### src/rtl/mod_updown_counter.sv
`default_nettype none
// ============================================================================
//  Module      : mod_updown_counter
//  Description : Parametrised up/down counter with programmable modulo,
//                synchronous load (clamped to modulo), wrap or saturate
//                boundary handling, registered terminal-count pulse and a
//                combinational at-limit flag. An optional clock-enable
//                prescaler is compiled in when COUNTER_PRESCALE_EN is defined.
//
//  Parameters  : WIDTH    - counter width in bits (>= 2)
//                PS_BITS  - prescaler width in bits (prescaler build only)
//
//  Ports       : clk       in   rising-edge clock
//                rst_n     in   asynchronous active-low reset
//                en        in   count enable
//                dir       in   1 = count up, 0 = count down
//                sat       in   1 = saturate at boundary, 0 = wrap
//                load      in   synchronous load strobe (beats a tick)
//                load_val  in   [WIDTH]   value to load, clamped to modulo
//                modulo    in   [WIDTH]   upper bound, range is 0..modulo
//                prescale  in   [PS_BITS] tick divider N = prescale+1
//                                         (COUNTER_PRESCALE_EN only)
//                count     out  [WIDTH]   registered count
//                tc        out  registered one-cycle terminal-count pulse
//                at_limit  out  combinational boundary flag for current dir
//
//  Build macro : COUNTER_PRESCALE_EN - adds the prescale port and prescaler
//
//  Revision    : 1.0 - initial release
// ============================================================================
module mod_updown_counter #(
   parameter int WIDTH   = 8,
   parameter int PS_BITS = 4
) (
   input  logic               clk,
   input  logic               rst_n,
   input  logic               en,
   input  logic               dir,
   input  logic               sat,
   input  logic               load,
   input  logic [WIDTH-1:0]   load_val,
   input  logic [WIDTH-1:0]   modulo,
`ifdef COUNTER_PRESCALE_EN
   input  logic [PS_BITS-1:0] prescale,
`endif
   output logic [WIDTH-1:0]   count,
   output logic               tc,
   output logic               at_limit
);

   localparam logic [WIDTH-1:0] c_zero = '0;
   localparam logic [WIDTH-1:0] c_one  = {{(WIDTH-1){1'b0}}, 1'b1};

   // Elaboration-time parameter sanity check.
   if (WIDTH < 2 || PS_BITS < 1) begin : g_param_check
      $error("mod_updown_counter: WIDTH must be >= 2 and PS_BITS >= 1");
   end

   logic [WIDTH-1:0] r_count;
   logic             r_tc;
   logic [WIDTH-1:0] w_count_nxt;
   logic             w_tc_nxt;
   logic [WIDTH-1:0] w_load_clamped;
   logic             w_tick;

   // -------------------------------------------------------------------------
   // Tick qualification
   // -------------------------------------------------------------------------
`ifdef COUNTER_PRESCALE_EN
   logic [PS_BITS-1:0] r_ps;
   logic               w_ps_hit;

   // Equality rather than >= : if prescale is lowered below the current
   // phase, ps runs on and wraps through zero before it can match again.
   assign w_ps_hit = (r_ps == prescale);
   assign w_tick   = en & w_ps_hit;

   always_ff @(posedge clk or negedge rst_n) begin
      if (!rst_n) begin
         r_ps <= '0;
      end else if (load) begin
         r_ps <= '0;
      end else if (en) begin
         r_ps <= w_ps_hit ? '0 : r_ps + 1'b1;
      end
   end
`else
   assign w_tick = en;
`endif

   // -------------------------------------------------------------------------
   // Next-state logic
   // -------------------------------------------------------------------------
   always_comb begin
      w_load_clamped = (load_val > modulo) ? modulo : load_val;
      w_count_nxt    = r_count;
      w_tc_nxt       = 1'b0;

      if (load) begin
         w_count_nxt = w_load_clamped;
      end else if (w_tick) begin
         if (dir) begin
            // Up: anything at or above modulo is a boundary event, which
            // also pulls an out-of-range count back after modulo drops.
            if (r_count < modulo) begin
               w_count_nxt = r_count + c_one;
            end else begin
               w_tc_nxt    = 1'b1;
               w_count_nxt = sat ? modulo : c_zero;
            end
         end else begin
            // Down: an out-of-range count snaps to modulo without tc.
            if (r_count > modulo) begin
               w_count_nxt = modulo;
            end else if (r_count == c_zero) begin
               w_tc_nxt    = 1'b1;
               w_count_nxt = sat ? c_zero : modulo;
            end else begin
               w_count_nxt = r_count - c_one;
            end
         end
      end
   end

   // -------------------------------------------------------------------------
   // State registers
   // -------------------------------------------------------------------------
   always_ff @(posedge clk or negedge rst_n) begin
      if (!rst_n) begin
         r_count <= c_zero;
         r_tc    <= 1'b0;
      end else begin
         r_count <= w_count_nxt;
         r_tc    <= w_tc_nxt;
      end
   end

   // -------------------------------------------------------------------------
   // Outputs
   // -------------------------------------------------------------------------
   assign count    = r_count;
   assign tc       = r_tc;
   assign at_limit = dir ? (r_count >= modulo) : (r_count == c_zero);

endmodule
`default_nettype wire

### config.mk
export PLATFORM = sky130hd
export DESIGN_NAME = mod_updown_counter
export DESIGN_NICKNAME = d
export VERILOG_FILES = /design/src/rtl/mod_updown_counter.sv
export SDC_FILE = /design/constraint.sdc
export NUM_CORES = 1
export LEC_CHECK = 0
export CAP_MARGIN = 10
export CORE_AREA = 2 2 53 68
export DETAILED_ROUTE_END_ITERATION = 6
export DIE_AREA = 0 0 55 70
export PLACE_DENSITY = 0.76
export SETUP_SLACK_MARGIN = 0.05
export SLEW_MARGIN = 10
export SYNTH_ARGS = -nofsm -noshare
export SYNTH_HDL_FRONTEND = slang
export SYNTH_SLANG_ARGS = --single-unit
### constraint.sdc
create_clock -name clk -period 3 [get_ports clk]
set_input_delay 0.6 -clock clk [delete_from_list [all_inputs] [get_ports clk]]
set_output_delay 0.6 -clock clk [all_outputs]
set_load 0.1 [all_outputs]
# Yosys cells after proc, flatten, opt, wreduce, memory -nomap -nowiden
# Index checks and enable logic that the tools add are counted.
dict set report classes {
  muxes 16
  magnitude_cmp 4
  n_addsub 2
  n_reduce_logical 2
}
# cell n
set ops {}
lappend ops {{8-bit two-way mux} 9}
lappend ops {{8-bit > comparator} 2}
lappend ops {{8-bit by 1-bit adder with 8-bit output (second input constant)} 1}
lappend ops {{8-bit >= comparator} 1}
lappend ops {{8-bit zero test} 1}
lappend ops {{8-bit < comparator} 1}
lappend ops {{8-bit by 1-bit subtractor with 8-bit output (second input constant)} 1}
lappend ops {{1-bit two-way mux} 7}
lappend ops {{2-bit nonzero test} 1}
dict set report totals {
  ff_bits 9
  wordCells 26
  out_inout_bits 10
  inputBits 22
}

# Depth between registers and ports, before layout
# Gate-level depths: netlist of run 1.
dict set report logic_depth {
  depth_word 6
  depth_mapped 9
  depth_no_buf 8
}

# Worst setup path before layout of run 1
# No wires, ideal clock.
dict set report synth_timing {
  kind {register to output}
  startpoint {register r_count[0] (netlist: count[0])}
  endpoint {output at_limit}
  n_path_buf 1
  arrival_ns 3.996
  setup_slack_ns -1.596
  t_required_ns 2.400
  stages_incl_launch_ff 10
  path_cell_list {dfrtp_1 > inv_1 > ha_1 > nor2b_1 > o211ai_1 > a21oi_1 > or2_1 > buf_6 > nor2_1 > a21oi_1}
}
dict set report synth_between {
  elab_chain_cells 2
  elab_cells_between_ends 3
  classes_between {1 x order compare; 1 x mux; 1 x reduce/logical}
}
# element line
set synth_lines {}
lappend synth_lines {{from (decl)} 59} ;# logic [WIDTH-1:0] r_count;
lappend synth_lines {{from (signal assigned)} 130} ;# r_count <= c_zero;
lappend synth_lines {{from (signal assigned)} 133} ;# r_count <= w_count_nxt;
lappend synth_lines {{8-bit >= comparator / 8-bit zero test (equally long branches)} 143} ;# assign at_limit = dir ? (r_count >= modulo) : (r_count == c_zero);
lappend synth_lines {{1-bit two-way mux *} 143}
lappend synth_lines {{to (decl)} 48} ;# output logic at_limit
# Mark *: on every way between the ends. The rest lies on a longest branch, timed or not.

# Worst setup path in the final report of run 1
dict set report layout_timing {
  startpoint {register r_count[4] (netlist: count[4])}
  endpoint {output at_limit}
}
# Same word-level chain as after synthesis.

==> results.json, run 1 <==
{
  "status": "finished clean",
  "synth_seq_cells": 9,
  "fillers": 259,
  "initial_core_util": 0.467,
  "grt_pass1_wl_um": 8110,
  "finalCritPeriodShare": 0.938,
  "finalHoldViolCount": 0,
  "core_sq_um": 3300,
  "synth_commonest_cells": "ha_1, nor2_1, nand2_1, inv_1",
  "dpl.hpwl_um": 3690,
  "cts_tree": "done",
  "slew_viol_final": 0,
  "crit_slowest_cell": "or4_4",
  "ys.warnings.count": 0,
  "min_path_type": "in -> async",
  "critPathArrivalTime_ns": 2.22,
  "maxSlewHeadroom": 0.662,
  "die_h_um": 70,
  "syn_nets": 229,
  "critPathLaunchType": "register",
  "cts_hold_buf": 0,
  "track_usage": 0.279,
  "cap_violations": 0,
  "fin_skew_ns": 0.000670,
  "nets": 286,
  "first_iter_violations": 176,
  "cp_max_fo": 9,
  "grt.overflow.total": 0,
  "p_per_area_nw_per_um2": 513,
  "dp_cells": 274,
  "synth_edf_count": 0,
  "htreeDepth": 1,
  "sequentialPowerShare": 0.192,
  "pwr-share-clk": 0.124,
  "post-place-ws_ns": -0.0518,
  "async_flop_share": 1.00,
  "first_global_vias": 1655,
  "post-route-min-period_ns": 2.82,
  "ir_drop_mv": 0.398,
  "criticalPathCategory": "reg -> out",
  "syn_to_final_growth_pct": 42.5,
  "yosysTopAreaCell": "ha_1",
  "grt_max_degree": 16,
  "stdcell_count": 283,
  "drive_gt1_frac": 0.344,
  "yosysTopAreaCellShare": 0.154,
  "internal_power_uw": 552,
  "routed_wl_um": 4800,
  "rsz0062_at_grt": "false",
  "routed-via-count": 1747,
  "ys.flop_type": "dfrtp_1",
  "leakagePower_uw": 0.000934,
  "max_freq_mhz": 355,
  "synthCells": 188,
  "wire_per_inst_um": 17.0,
  "p_comb_frac": 0.684,
  "root_buffer": "clkbuf_8",
  "antenna_found_initial": 0,
  "setup_violations": 0,
  "worst_slack_ns": 0.185,
  "yosysUniqueCellTypes": 52,
  "clk_path_buf_depth": 2,
  "antennaDiodeCount": 0,
  "yosys-top-cells-area": "ha_1, dfrtp_1, xnor2_1, nor2_1, a221oi_1",
  "switching_share": 0.510,
  "cts_buffers": 3,
  "dpl_cell_area_sq_um": 2040,
  "drt-vias-per-instance": 6.17,
  "cp_cell_sequence": "or4_4, nor4b_4, nor2_1, a21oi_4, buf_12",
  "ys_seq_area_frac": 0.146,
  "fp.dieW_um": 55,
  "cp-end-kind": "primary output",
  "numPortBuffers": 31,
  "required_ns": 2.40,
  "power_switching_uw": 574,
  "cpPeakStageDelay_ns": 0.54,
  "fp.dieArea_sq_um": 3850,
  "synth_most_common_cell": "ha_1",
  "insertion_delay_ns": 0.23,
  "cts_sinks": 9,
  "clkTransAtPathRegs_ns": 0.04,
  "syn_area_sq_um": 1540,
  "placementRows": 24,
  "avgSynthCellArea_sq_um": 8.20,
  "firstDrtPassIters": 5,
  "ant_nets": 0,
  "gp_congestion": 0.922,
  "r2r_slack_ns": 0.44,
  "tightestPinTransition_ns": 0.505,
  "design_area_sq_um": 2200,
  "ios": 32,
  "drc": 0
}
[state kept, by name, summed over array words and instances, names as in the netlist]
name / flops
count: 8
tc: 1
[per-stage QoR]
| step | utilization | total power [uW] | hold WS, ns | setup TNS, ns |
|---|---|---|---|---|
| 2_1_floorplan | - | 711 | 0.304 | -0.0113 |
| 3_3_place_gp | 0.619 | 922 | 0.640 | -0.0204 |
| 3_5_place_dp | 0.619 | 926 | 0.646 | -0.0518 |
| 4_1_cts | 0.661 | 1110 | 0.668 | 0 |
| 5_1_grt | 0.665 | 1200 | 0.702 | 0 |
| 6_report | 0.665 | 1130 | 0.670 | 0 |
[cell usage in the layout (no fill, tap or decap), drive strengths merged, types with 5 or more instances in the layout]
cell type and n:
nand3 7, nand2 13, nor4 8, buf 42, dfrtp 9, ha 19, nor2 15, a221oi 6
clkdlybuf4s50 13, o21ai 5, inv 11, a21oi 9, xnor2 7, mux2i 5
[worst max-delay path: cells and delay by family, from the launching register on]
family	cells	cell delay, ns
flip-flops	1	0.48
buffers and inverters	1	0.19
AO/OA/AOI/OAI	1	0.16
AND/OR/NAND/NOR	3	1.15
[cells by family (layout without fill, tap and decap cells)]
kind of cell,after synthesis,in the layout,synth area share
AO/OA/AOI/OAI,48,48,0.239
XOR/XNOR,10,10,0.0568
adder cells (fa/ha/maj),19,19,0.154
AND/OR/NAND/NOR,71,71,0.260
multiplexers,7,7,0.0471
buffers and inverters,24,80,0.0966
flip-flops,9,9,0.146
[final cells by class]
| cell class | count | area, sq um | share of cell area |
|---|---|---|---|
| Inverter | 13 | 48.8 | 0.0222 |
| Timing Repair Buffer | 63 | 543 | 0.247 |
| Tap cell | 39 | 48.8 | 0.0222 |
| Clock buffer | 4 | 45.0 | 0.0205 |
| Multi-Input combinational cell | 155 | 1270 | 0.577 |
| Sequential cell | 9 | 243 | 0.110 |
[routing by layer]
layer  routed length, um  GRT usage  up-vias
li1                    -          -      841
met2                2520      0.450      104
met5                   0          0        -
met1                1830      0.383      790
met3                 368     0.0150       12
met4                  80     0.0976        0
[power by group through the flow]
stage	Sequential, uW	Clock (uW)	Combinational, uW
finish	217	140	770
global route	220	148	827
CTS	215	140	756
detailed placement	212	0	713
global placement	214	0	708
floorplan	356	0	356
[path summary, 6_finish.rpt]
check / start / endpoint / cells past startpoint
worst min-delay path: rst_n / count[1]$_DFFE_PN0P_ / 1
max in group asynchronous: rst_n / count[7]$_DFFE_PN0P_ / 1
min in group clk: count[5]$_DFFE_PN0P_ / count[5]$_DFFE_PN0P_ / 2
worst max register to register: count[7]$_DFFE_PN0P_ / count[1]$_DFFE_PN0P_ / 8
worst min register to register: count[5]$_DFFE_PN0P_ / count[5]$_DFFE_PN0P_ / 2
worst max-delay path: count[4]$_DFFE_PN0P_ / at_limit / 5
[what timing repair did]
item	in CTS	in global routing
buffers inserted	5	0
pin swaps	8	3
setup endpoints to repair	1	8
gates resized for setup	16	7
Power figures use the tool's default switching activity.
==> run 2: changes to the inputs <==
--- a/config.mk
+++ b/config.mk
@@ -6,10 +6,10 @@
 export NUM_CORES = 1
 export LEC_CHECK = 0
 export CAP_MARGIN = 10
-export CORE_AREA = 2 2 53 68
+export CORE_AREA = 2 2 55 70
 export DETAILED_ROUTE_END_ITERATION = 6
-export DIE_AREA = 0 0 55 70
-export PLACE_DENSITY = 0.76
+export DIE_AREA = 0 0 57 72
+export PLACE_DENSITY = 0.74
 export SETUP_SLACK_MARGIN = 0.05
 export SLEW_MARGIN = 10
 export SYNTH_ARGS = -nofsm -noshare
==> constraint.sdc (replaced) <==
create_clock -name clk -period 2.3 [get_ports clk]
set_input_delay 0.46 -clock clk [delete_from_list [all_inputs] [get_ports clk]]
set_output_delay 0.46 -clock clk [all_outputs]
set_load 0.1 [all_outputs]
==> results.json, run 2 (synthesis results as in run 1) <==
{
  "finalHoldViolCount": 0,
  "grt.overflow.total": 0,
  "firstDrtPassIters": 5,
  "clk_path_buf_depth": 2,
  "drive_gt1_frac": 0.549,
  "insertion_delay_ns": 0.24,
  "first_iter_violations": 200,
  "numPortBuffers": 31,
  "dpl.hpwl_um": 4350,
  "min_path_type": "in -> async",
  "post-route-min-period_ns": 2.58,
  "design_area_sq_um": 2750,
  "syn_to_final_growth_pct": 78.3,
  "cts_hold_buf": 0,
  "drc": 0,
  "r2r_slack_ns": -0.23,
  "r2r_end": "count[2]$_DFFE_PN0P_",
  "first_global_vias": 2006,
  "nets": 317,
  "cp-end-kind": "primary output",
  "slew_viol_final": 0,
  "critPathArrivalTime_ns": 2.12,
  "antenna_found_initial": 0,
  "criticalPathCategory": "reg -> out",
  "antennaDiodeCount": 0,
  "placementRows": 24,
  "tightestPinTransition_ns": 0.518,
  "routed-via-count": 2014,
  "gp_congestion": 0.978,
  "violations": "setup timing",
  "grt_pass1_wl_um": 9960,
  "ios": 32,
  "maxSlewHeadroom": 0.653,
  "required_ns": 1.84,
  "finalCoreUtilization": 0.803,
  "wire_per_inst_um": 21.2,
  "setup_violations": 6,
  "initial_core_util": 0.450,
  "p_per_area_nw_per_um2": 659,
  "cts_tree": "done",
  "clkTransAtPathRegs_ns": 0.06,
  "htreeDepth": 1,
  "worst_slack_ns": -0.282,
  "leakagePower_uw": 0.00112,
  "stdcell_count": 314,
  "grt_max_degree": 16,
  "root_buffer": "clkbuf_8",
  "cts_buffers": 3,
  "dp_cells": 298,
  "fp.dieArea_sq_um": 4100,
  "core_sq_um": 3420,
  "fin_worst_hold_slack_ns": 0.559,
  "largest_reg_flops": 8,
  "cap_violations": 0,
  "routed_wl_um": 6650,
  "track_usage": 0.311,
  "ir_drop_mv": 0.575,
  "fin_skew_ns": 0.00802,
  "timing.rr.start": "count[2]$_DFFE_PN0P_",
  "rsz0062_at_grt": "true",
  "max_freq_mhz": 387,
  "status": "complete, but fails checks",
  "rr_worst_depth": 7,
  "ant_nets": 0,
  "fp.dieW_um": 57,
  "cts_sinks": 9,
  "drt-vias-per-instance": 6.41,
  "setup-tns-final_ns": -1.08,
  "dpl_cell_area_sq_um": 2270,
  "finalCritPeriodShare": 1.12,
  "die_h_um": 72,
  "layout_common_cells": "buf_4, nand2_1, dlygate4sd2_1, ha_1",
  "final_common_cell": "buf_4",
  "critPathLaunchType": "register",
  "cp_max_fo": 4
}
run 2: cell types whose count changed in the layout (fill, tap and decap cells not counted), sizes merged:
cell           before  now
clkdlybuf4s15       0    1
dlygate4sd2         4   11
buf                42   73
dlymetal6s2s        4    0
clkdlybuf4s50      13    9
run 2: worst max-delay path: stages, from the launching register on:
cell and delay (ns):
dfrtp_4 0.51, or4_4 0.54, nor4b_4 0.40, nor2_2 0.09, a21oi_4 0.16, buf_12 0.19
run 2: routing by layer:
metal	global-route usage	vias up	wire [um]
met1	0.384	945	2430
li1	-	905	-
met3	0.0267	32	509
met5	0	-	0
met4	0.158	0	269
met2	0.535	132	3440
run 2: worst max path at each step:
stage / slack [ns] / startpoint / end / cells past startpoint
CTS: -0.29 / count[5]$_DFFE_PN0P_ / at_limit / 5
floorplan: -0.57 / count[1]$_DFFE_PN0P_ / at_limit / 8
global placement: -0.52 / modulo[1] / count[2]$_DFFE_PN0P_ / 10
finish: -0.28 / count[2]$_DFFE_PN0P_ / at_limit / 5
global route: -0.32 / count[0]$_DFFE_PN0P_ / at_limit / 9
detailed placement: -0.60 / modulo[1] / count[1]$_DFFE_PN0P_ / 10
run 2: cell type report:
| cell class | count | area, sq um |
|---|---|---|
| multi-input cells | 155 | 1550 |
| repair buffers | 94 | 800 |
| fillers | 226 | 674 |
| flip-flops and latches | 9 | 255 |
| inverters | 13 | 51.3 |
| well taps | 39 | 48.8 |
| clock buffers | 4 | 45.0 |
run 2: timing repair:
| action | CTS | global route |
|---|---|---|
| resized for setup | 48 | 37 |
| setup buffers | 11 | 6 |
| pin swaps | 33 | 21 |
| setup endpoints to repair | 10 | 10 |
run 2: per-stage QoR:
stage / power (uW) / setup slack [ns]
after global routing: 1890 / -0.315
after CTS: 1630 / -0.288
after global placement: 1290 / -0.516
after detailed placement: 1310 / -0.599
final: 1810 / -0.282
after floorplan: 951 / -0.568
run 2: power breakdown:
part	switching (uW)	internal (uW)	total [uW]	leakage, uW
logic	804	553	1360	0.000996
registers	47.2	206	253	0.000102
clock network	78.8	122	201	0.0000228
==> run 3: changes to the inputs <==
--- a/config.mk
+++ b/config.mk
@@ -9,6 +9,7 @@
 export CORE_AREA = 2 2 55 70
 export DETAILED_ROUTE_END_ITERATION = 6
 export DIE_AREA = 0 0 57 72
+export MAX_ROUTING_LAYER = met4
 export PLACE_DENSITY = 0.74
 export SETUP_SLACK_MARGIN = 0.05
 export SLEW_MARGIN = 10
==> results.json, run 3 (synthesis results as in run 1) <==
{
  "syn_to_final_growth_pct": 72.6,
  "cts_tree": "done",
  "initial_core_util": 0.450,
  "crit_slowest_cell": "dfrtp_4",
  "gp_congestion": 0.970,
  "final_common_cell": "buf_4",
  "crit_start": "count[3]$_DFFE_PN0P_",
  "grt_pass1_wl_um": 10800,
  "first_iter_violations": 161,
  "rsz0062_at_grt": "true",
  "htreeDepth": 1,
  "ios": 32,
  "setup_violations": 8,
  "cp_common_cell": "buf_12",
  "placementRows": 24,
  "worst_slack_ns": -0.296,
  "finalHoldViolCount": 0,
  "timing.rr.start": "count[5]$_DFFE_PN0P_",
  "finalCritPeriodShare": 1.13,
  "crit_buf_inv": 3,
  "fp.dieArea_sq_um": 4100,
  "design_area_sq_um": 2660,
  "fp.dieW_um": 57,
  "first_global_vias": 2187,
  "drive_gt1_frac": 0.520,
  "critPathArrivalTime_ns": 2.14,
  "clkTransAtPathRegs_ns": 0.05,
  "cp-end-kind": "primary output",
  "post-route-min-period_ns": 2.60,
  "setup-tns-final_ns": -1.17,
  "critPathLaunchType": "register",
  "drt-vias-per-instance": 6.38,
  "leakagePower_uw": 0.00110,
  "core_sq_um": 3420,
  "cp_cell_sequence": "buf_12, ha_4, buf_6, o211ai_1, a21oi_2, or2_4, nor2_4, a21oi_4, buf_12",
  "numPortBuffers": 31,
  "routed-via-count": 2009,
  "maxSlewHeadroom": 0.678,
  "cts_sinks": 9,
  "dpl_cell_area_sq_um": 2290,
  "fin_skew_ns": 0.00294,
  "criticalPathCategory": "reg -> out",
  "root_buffer": "clkbuf_8",
  "stdcell_count": 315,
  "violations": "setup timing",
  "antenna_found_initial": 1,
  "ant_nets": 0,
  "r2r_slack_ns": -0.18,
  "nets": 317,
  "cts_buffers": 3,
  "die_h_um": 72,
  "fillers": 241,
  "slew_viol_final": 0,
  "layout_common_cells": "buf_4, nand2_1, ha_1",
  "p_per_area_nw_per_um2": 649,
  "max_freq_mhz": 385,
  "routed_wl_um": 6710,
  "grt_max_degree": 16,
  "ir_drop_mv": 0.487,
  "insertion_delay_ns": 0.24,
  "cp_top_family": "flip-flops",
  "status": "complete, but fails checks",
  "cp_max_fo": 4,
  "grt.overflow.total": 0,
  "largest_reg_flops": 8,
  "firstDrtPassIters": 5,
  "drc": 0,
  "min_path_type": "in -> async",
  "clk_path_buf_depth": 2,
  "cap_violations": 0,
  "wire_per_inst_um": 21.3,
  "cpPeakStageDelay_ns": 0.51,
  "cts_hold_buf": 0,
  "tightestPinTransition_ns": 0.482,
  "dpl.hpwl_um": 4470,
  "dp_cells": 298,
  "track_usage": 0.349,
  "required_ns": 1.84
}
==> run 3: cell types whose count changed in the layout (fill, tap and decap cells not counted), sizes merged <==
cell | before | now
clkdlybuf4s50 | 9 | 10
diode | 0 | 1
dlygate4sd2 | 11 | 10
==> run 3: worst reg2reg max path, stage by stage (launching register included) <==
cell and delay (ns):
dfrtp_4 0.51, or4_4 0.55, nor4b_4 0.36, buf_4 0.20, buf_6 0.10, nor2_2 0.04, a221o_1 0.29, a221o_1 0.30
==> run 3: area by class of cell <==
| type | count | area (sq um) | area share |
|---|---|---|---|
| multi-input cells | 155 | 1450 | 0.546 |
| flip-flops and latches | 9 | 255 | 0.0960 |
| diodes | 1 | 2.50 | 0.000941 |
| repair buffers | 94 | 808 | 0.304 |
| clock buffers | 4 | 45.0 | 0.0169 |
| well taps | 39 | 48.8 | 0.0183 |
| inverters | 13 | 48.8 | 0.0183 |
==> run 3: worst paths after layout <==
path / cells past startpoint / to
min in group clk: 2 / count[5]$_DFFE_PN0P_
min: 1 / tc$_DFF_PN0_
min reg2reg: 2 / count[5]$_DFFE_PN0P_
max in group asynchronous: 1 / count[7]$_DFFE_PN0P_
max reg2reg: 7 / count[2]$_DFFE_PN0P_
max: 9 / at_limit
==> run 3: timing repair <==
| action | CTS | global route |
|---|---|---|
| pin swaps | 26 | 12 |
| buffers inserted | 13 | 3 |
| resized for setup | 53 | 14 |
| endpoints found under the setup margin | 10 | 10 |
==> run 3: report_power, final <==
group	internal, uW	switching, uW
clock network	121	69.7
registers	206	42.8
logic	513	772
total	841	885
==> run 3: routing by layer <==
layer / vias to the layer above / track usage / share of wire
met5: - / - / 0
met4: 0 / 0.245 / 0.070
met3: 49 / 0.0677 / 0.071
met2: 132 / 0.571 / 0.51
met1: 930 / 0.377 / 0.35
li1: 898 / - / -
==> run 3: per-stage QoR <==
step                      setup WS, ns  power, uW   util  hold slack, ns
after global routing            -0.389       1820  0.777           0.568
final                           -0.296       1730  0.777           0.550
after CTS                       -0.288       1630  0.754           0.553
after global placement          -0.576       1290  0.668           0.631
after floorplan                 -0.568        951      -           0.164
after detailed placement        -0.615       1310  0.668           0.630
